--- src/rtl/pic_pkg.sv ---
// Shared encodings for the 8259A control/priority stage: read-select codes,
// OCW2 EOI command codes, and the init and INTA sequencer state types.
package pic_pkg;

  localparam logic [1:0] RD_IRR = 2'b10;
  localparam logic [1:0] RD_ISR = 2'b11;

  localparam logic [2:0] NS_EOI = 3'b001;
  localparam logic [2:0] SP_EOI = 3'b011;

  typedef enum logic [2:0] {
    UNINIT,
    WAIT_ICW2,
    WAIT_ICW3,
    WAIT_ICW4,
    READY
  } init_state_t;

  typedef enum logic [1:0] {
    IDLE,
    ACK1,
    WAIT2,
    ACK2
  } inta_state_t;

endpackage

--- src/rtl/pic_priority_resolver.sv ---
// Fixed-priority resolver: reports the lowest set bit index of vec (bit 0 wins)
// and whether any bit is set at all.
module pic_priority_resolver #(
  parameter int W     = 8,
  parameter int IDX_W = $clog2(W)
) (
  input  logic [W-1:0]     vec,
  output logic [IDX_W-1:0] idx,
  output logic             vld
);

  // Scan downwards so the lowest set index is the last one written
  always_comb begin
    idx = '0;
    for (int i = W - 1; i >= 0; i--) begin
      if (vec[i]) idx = IDX_W'(i);
    end
  end

  assign vld = |vec;

endmodule

--- src/rtl/pic_control_logic.sv ---
// 8259A control/priority stage: ICW/OCW programming, fixed-priority INT
// generation and the two-pulse 8086-mode INTA sequence with vector return.
module pic_control_logic
  import pic_pkg::*;
#(
  parameter int VEC_W = 8
) (
  input  logic             clk,
  input  logic             rst,
  input  logic [3:0]       ICW,
  input  logic [2:0]       OCW,
  input  logic [VEC_W-1:0] D,
  input  logic [VEC_W-1:0] IRR,
  input  logic             INTA_n,
  output logic             INT,
  output logic [VEC_W-1:0] Interrupt_Vector,
  output logic             IV_ready,
  output logic [VEC_W-1:0] ISR,
  output logic [VEC_W-1:0] IMR,
  output logic [1:0]       Read_command
);

  localparam int IDX_W = $clog2(VEC_W);
  localparam int T_W   = VEC_W - IDX_W;

  logic [3:0]       icw_p1;
  logic [2:0]       ocw_p1;
  logic             inta_n_p1;
  logic [3:0]       icw_rise;
  logic [2:0]       ocw_rise;
  logic [2:0]       ocw_ok;
  logic             inta_fall;
  logic             inta_rise;

  logic [T_W-1:0]   t_q;
  logic             sngl_q;
  logic             ic4_q;
  logic             aeoi_q;
  logic [IDX_W-1:0] lvl_q;
  logic             spur_q;

  init_state_t      init_st, init_nxt;
  inta_state_t      inta_st, inta_nxt;

  logic [VEC_W-1:0] pend;
  logic [IDX_W-1:0] pend_idx;
  logic             pend_vld;
  logic [IDX_W-1:0] isr_idx;
  logic             isr_vld;
  logic [VEC_W-1:0] isr_set;
  logic [VEC_W-1:0] isr_clr;
  logic [2:0]       ocw2_code;

  assign icw_rise  = ICW & ~icw_p1;
  assign ocw_rise  = OCW & ~ocw_p1;
  assign ocw_ok    = (init_st == READY) ? ocw_rise : 3'b000;
  assign inta_fall = inta_n_p1 & ~INTA_n;
  assign inta_rise = ~inta_n_p1 & INTA_n;
  assign ocw2_code = D[VEC_W-1 -: 3];
  assign pend      = IRR & ~IMR;

  pic_priority_resolver #(.W(VEC_W), .IDX_W(IDX_W)) u_pend_res (
    .vec (pend),
    .idx (pend_idx),
    .vld (pend_vld)
  );

  pic_priority_resolver #(.W(VEC_W), .IDX_W(IDX_W)) u_isr_res (
    .vec (ISR),
    .idx (isr_idx),
    .vld (isr_vld)
  );

  // Initialisation sequencer; ICW1 restarts it from any state
  always_comb begin
    init_nxt = init_st;
    if (icw_rise[0]) begin
      init_nxt = WAIT_ICW2;
    end else begin
      case (init_st)
        WAIT_ICW2: if (icw_rise[1]) init_nxt = !sngl_q ? WAIT_ICW3 :
                                               (ic4_q ? WAIT_ICW4 : READY);
        WAIT_ICW3: if (icw_rise[2]) init_nxt = ic4_q ? WAIT_ICW4 : READY;
        WAIT_ICW4: if (icw_rise[3]) init_nxt = READY;
        default:   init_nxt = init_st;
      endcase
    end
  end

  always_comb begin
    inta_nxt = inta_st;
    if (icw_rise[0]) begin
      inta_nxt = IDLE;
    end else begin
      case (inta_st)
        IDLE:    if (inta_fall) inta_nxt = ACK1;
        ACK1:    if (INTA_n)    inta_nxt = WAIT2;
        WAIT2:   if (inta_fall) inta_nxt = ACK2;
        ACK2:    if (inta_rise) inta_nxt = IDLE;
        default: inta_nxt = IDLE;
      endcase
    end
  end

  // All ISR set/clear sources merge here; a clear beats a set on the same bit
  always_comb begin
    isr_set = '0;
    isr_clr = '0;
    if (inta_st == IDLE && inta_fall && pend_vld)
      isr_set = VEC_W'(1) << pend_idx;
    if (ocw_ok[1]) begin
      if (ocw2_code == NS_EOI && isr_vld)
        isr_clr = isr_clr | (VEC_W'(1) << isr_idx);
      else if (ocw2_code == SP_EOI)
        isr_clr = isr_clr | (VEC_W'(1) << D[IDX_W-1:0]);
    end
    if (inta_st == ACK2 && inta_rise && aeoi_q && !spur_q)
      isr_clr = isr_clr | (VEC_W'(1) << lvl_q);
  end

  always_ff @(posedge clk) begin
    if (rst) begin
      init_st <= UNINIT;
      inta_st <= IDLE;
    end else begin
      init_st <= init_nxt;
      inta_st <= inta_nxt;
    end
  end

  always_ff @(posedge clk) begin
    if (rst) begin
      icw_p1    <= '0;
      ocw_p1    <= '0;
      inta_n_p1 <= 1'b1;
    end else begin
      icw_p1    <= ICW;
      ocw_p1    <= OCW;
      inta_n_p1 <= INTA_n;
    end
  end

  always_ff @(posedge clk) begin
    if (rst) begin
      t_q          <= '0;
      sngl_q       <= 1'b1;
      ic4_q        <= 1'b0;
      aeoi_q       <= 1'b0;
      IMR          <= '0;
      ISR          <= '0;
      Read_command <= RD_IRR;
    end else if (icw_rise[0]) begin
      sngl_q       <= D[1];
      ic4_q        <= D[0];
      aeoi_q       <= 1'b0;
      IMR          <= '0;
      ISR          <= '0;
      Read_command <= RD_IRR;
    end else begin
      if (icw_rise[1] && init_st == WAIT_ICW2) t_q <= D[VEC_W-1:IDX_W];
      if (icw_rise[3] && init_st == WAIT_ICW4) aeoi_q <= D[1];
      if (ocw_ok[0]) IMR <= D;
      if (ocw_ok[2] && D[1]) Read_command <= {1'b1, D[0]};
      ISR <= (ISR | isr_set) & ~isr_clr;
    end
  end

  // Acknowledge datapath: level frozen on the first pulse, vector on the second
  always_ff @(posedge clk) begin
    if (rst) begin
      lvl_q            <= '0;
      spur_q           <= 1'b0;
      IV_ready         <= 1'b0;
      Interrupt_Vector <= '0;
      INT              <= 1'b0;
    end else begin
      if (inta_st == IDLE && inta_fall && !icw_rise[0]) begin
        lvl_q  <= pend_vld ? pend_idx : '1;
        spur_q <= ~pend_vld;
      end
      if (icw_rise[0]) begin
        IV_ready <= 1'b0;
      end else if (inta_st == WAIT2 && inta_fall) begin
        IV_ready         <= 1'b1;
        Interrupt_Vector <= {t_q, lvl_q};
      end else if (inta_st == ACK2 && inta_rise) begin
        IV_ready <= 1'b0;
      end
      INT <= (init_nxt == READY) && (inta_nxt == IDLE) && pend_vld &&
             (!isr_vld || (pend_idx < isr_idx));
    end
  end

endmodule

--- config.mk ---
export PLATFORM = sky130hd
export DESIGN_NAME = pic_control_logic
export DESIGN_NICKNAME = d
export VERILOG_FILES = /design/src/rtl/pic_pkg.sv /design/src/rtl/pic_priority_resolver.sv /design/src/rtl/pic_control_logic.sv
export SDC_FILE = /design/constraint.sdc
export NUM_CORES = 1
export LEC_CHECK = 0
export BUFFER_PORTS_ARGS = -buffer_cell sky130_fd_sc_hd__clkbuf_2
export CAP_MARGIN = 20
export CELL_PAD_IN_SITES_DETAIL_PLACEMENT = 0
export CELL_PAD_IN_SITES_GLOBAL_PLACEMENT = 1
export CORE_MARGIN = 1.5
export CORE_UTILIZATION = 43
export DETAILED_ROUTE_END_ITERATION = 8
export PLACE_DENSITY = 0.92
export SYNTH_ARGS = -nofsm -noshare
export SYNTH_HDL_FRONTEND = slang
export SYNTH_SLANG_ARGS = --single-unit
--- constraint.sdc ---
create_clock -name clk -period 5.45 [get_ports clk]
set_clock_uncertainty 0.05 [all_clocks]
set_input_delay 0.545 -clock clk [delete_from_list [all_inputs] [get_ports clk]]
set_output_delay 0.545 -clock clk [all_outputs]
set_load 0.05 [all_outputs]
==> reports/results.txt <==
Mapped Nets -> 335
Setup Buffers After CTS -> 0
Cts bufs inserted -> 5
R2r setup slk -> 3.37 ns
Pwr dens -> 235 nW/um^2
Wl on met1 -> 2950 um
Cells after synthesis -> 307
Worst Setup Start Kind -> input port
Vias post-DR -> 2319
Core Box Area -> 5890 sq um
Final instance area -> 2990 sq um
Commonest cells after routing, fill and taps aside -> nor2_1 (54), dfxtp_1 (52), clkbuf_2 (52)
Origin of the critical flop-to-flop path -> IMR[4]
Synth Cell Area -> 2600 sq um
Clk_lat worst skew -> 0.30 ns
Die width -> 80.7 um
I/O pins -> 54
Drt drc -> 0
Fin cells -> 429
Antenna Violating Nets Remaining -> 0
Final GP Congestion -> 0.879
RSZ-0062 raised after global routing -> no
CTS tree -> done
Num Clock Sinks -> 52
Post-Synth Adder-Cell Area -> 0.00963
Floorplan row count -> 28
Total grt overflow -> 0
WL per Instance -> 14.4 um
Final wirelength -> 6170 um
Sequential area share after synthesis -> 0.401
Data required time of the worst path -> 5.61 ns
Min-delay src -> OCW[2]
Root Buffer -> clkbuf_8
Synth Area in Simple Gates -> 0.313
Synth cell types -> 48
FF-to-FF path depth -> 9
Post_cts resized -> 0
Critical path class -> in2reg
Largest net degree at the start of global routing -> 31
Number of max-cap violations -> 0
Footprint of the multi-input gates -> 1490 sq um
Post-synthesis register bit count -> 52
Worst Max-Slew Pin Slew -> 0.976 ns
Initial antenna violation count -> 0
Final Slew Violations -> 0
Synthesis Warnings -> 0
Post-CTS Hold Fix Bufs -> 0
F_max -> 0.458 GHz
Leakage power -> 1.20 nW
Fin crit share -> 0.401
DPL Wire Length -> 4820 um
Synth Area in XOR/XNOR -> 0
Post-layout min period -> 2.19 ns
1st-iter DRT viols -> 167
Syn avg cell area -> 8.46 sq um
Tightest Hold Check Type -> in2reg
Most common cell after layout, fill and taps aside -> nor2_1
CP arrival -> 2.34 ns
First-pass GRT wire length -> 10000 um
Total global-route track usage -> 0.200
CP endpoint -> INT
Final hold violations -> 0
Post-synth EDFFs -> 0
Drt pass-1 iters -> 4
Maximum clock insertion buffer count -> 2
Compound-Gate Fraction of Synth Area -> 0.160
Met3 WL post-DR -> 451 um
Pre-CTS WS -> 2.94 ns
Crit Path Max Fanout -> 30
Die area -> 6520 sq um
Cell Area, Placed -> 2900 sq um
Layout Nets -> 381
Antenna cells -> 0
Vias in the first global route -> 2134
Ys async rst share -> 0
Outcome -> finished clean
Initial Util -> 0.441
Worst reg2reg path endpoint -> INT
Mux cell area share after synthesis -> 0.0886
Layout cells sized above 1 -> 0.215
Final setup vio count -> 0
H-Tree Depth -> 2
Layout filler cell count -> 598
Via density -> 5.41
Die Y -> 80.7 um
Post-synth top flop -> dfxtp_1
Area Overhead vs Synth -> 15.3%
Max Used Layer -> met4
PortBufs -> 52
Relative slew slack -> 0.349
CP endpoint kind -> flop
CTS clk-pin slew, worst paths -> 0.10 ns
TNS Setup -> 0 ns
VDD IR-drop max -> 0.000211 V
Metal2 WL -> 2690 um
Placed insts -> 421
Largest family of logic cells by synthesized area -> simple AND/OR/NAND/NOR gates
Setup crit start -> rst
Register area -> 1040 sq um
Setup slack after layout -> 3.26 ns
## area by class of cell
type | count | area share
Sequential cell | 52 | 0.348
Tap cell | 75 | 0.0313
Timing Repair Buffer | 52 | 0.0869
Multi-Input combinational cell | 238 | 0.497
Clock inverter | 2 | 0.00460
Inverter | 4 | 0.00501
Clock buffer | 6 | 0.0276
## sequential cells by signal, indices dropped and copies added (netlist names)
| signal | cells |
|---|---|
| IMR | 8 |
| INT | 1 |
| ISR | 8 |
| IV_ready | 1 |
| Interrupt_Vector | 8 |
| Read_command | 1 |
| aeoi_q | 1 |
| ic4_q | 1 |
| icw_p1 | 4 |
| init_st | 3 |
| inta_n_p1 | 1 |
| inta_st | 2 |
| lvl_q | 3 |
| ocw_p1 | 3 |
| sngl_q | 1 |
| spur_q | 1 |
| t_q | 5 |
## where the power goes
part	total (mW)	switching [mW]	internal [mW]
registers	0.398	0.00923	0.389
logic	0.0800	0.0497	0.0302
clock network	0.226	0.122	0.104
## cells by family after synthesis
group / Yosys count
and+or+nand+nor: 153
AOI/OAI and AO/OA: 59
muxes: 23
buffers and inverters: 17
other: 1
DFF: 52
adders and majority gates: 2
## cells in the mapped netlist (2+ instances only)
cell / number / area [sq um]
o21a_1: 3 / 22.5
o22ai_1: 2 / 12.5
o21ai_0: 9 / 45.0
nand3_1: 6 / 30.0
nand2b_1: 11 / 68.8
mux2i_1: 23 / 230
ha_1: 2 / 25.0
nor3_1: 4 / 20.0
and3_1: 3 / 18.8
a2111oi_2: 5 / 75.1
or3_1: 2 / 12.5
a21o_1: 2 / 15.0
a31oi_1: 5 / 31.3
nand2_1: 27 / 101
and2_1: 2 / 12.5
nor4_1: 3 / 18.8
nor2_1: 54 / 203
dfxtp_1: 52 / 1040
inv_1: 4 / 15.0
nor2b_1: 24 / 150
a21oi_1: 24 / 120
clkbuf_1: 10 / 37.5
nor3b_1: 2 / 15.0
nand3b_1: 4 / 30.0
## worst max-delay path, cell delays in order
cell and delay (ns):
clkbuf_2 0.35, nand2b_1 0.73, a21oi_1 0.39, nand3_1 0.13
nor4_1 0.19
## how the worst min path moves through the flow
stage / end / slack (ns) / cells past startpoint
floorplan: sngl_q / 0.41 / 2
global placement: Interrupt_Vector[1] / 0.43 / 2
detailed placement: sngl_q / 0.44 / 2
CTS: ocw_p1[2] / 0.42 / 2
global route: icw_p1[2] / 0.43 / 2
finish: ocw_p1[2] / 0.43 / 2
## metrics by stage
step	utilization	hold WS [ns]	total power, mW
after floorplan	-	0.406	0.462
after global placement	0.492	0.426	0.485
after detailed placement	0.492	0.435	0.487
after CTS	0.509	0.421	0.711
after global routing	0.509	0.433	0.738
final	0.509	0.426	0.704
## per-layer routing
layer / global-route usage / vias to the layer above
met3: 0.0420 / 10
met4: 0.0534 / 0
li1: - / 1159
met5: 0 / -
met2: 0.308 / 74
met1: 0.282 / 1076
No activity file was read; power rests on OpenSTA's default activity.
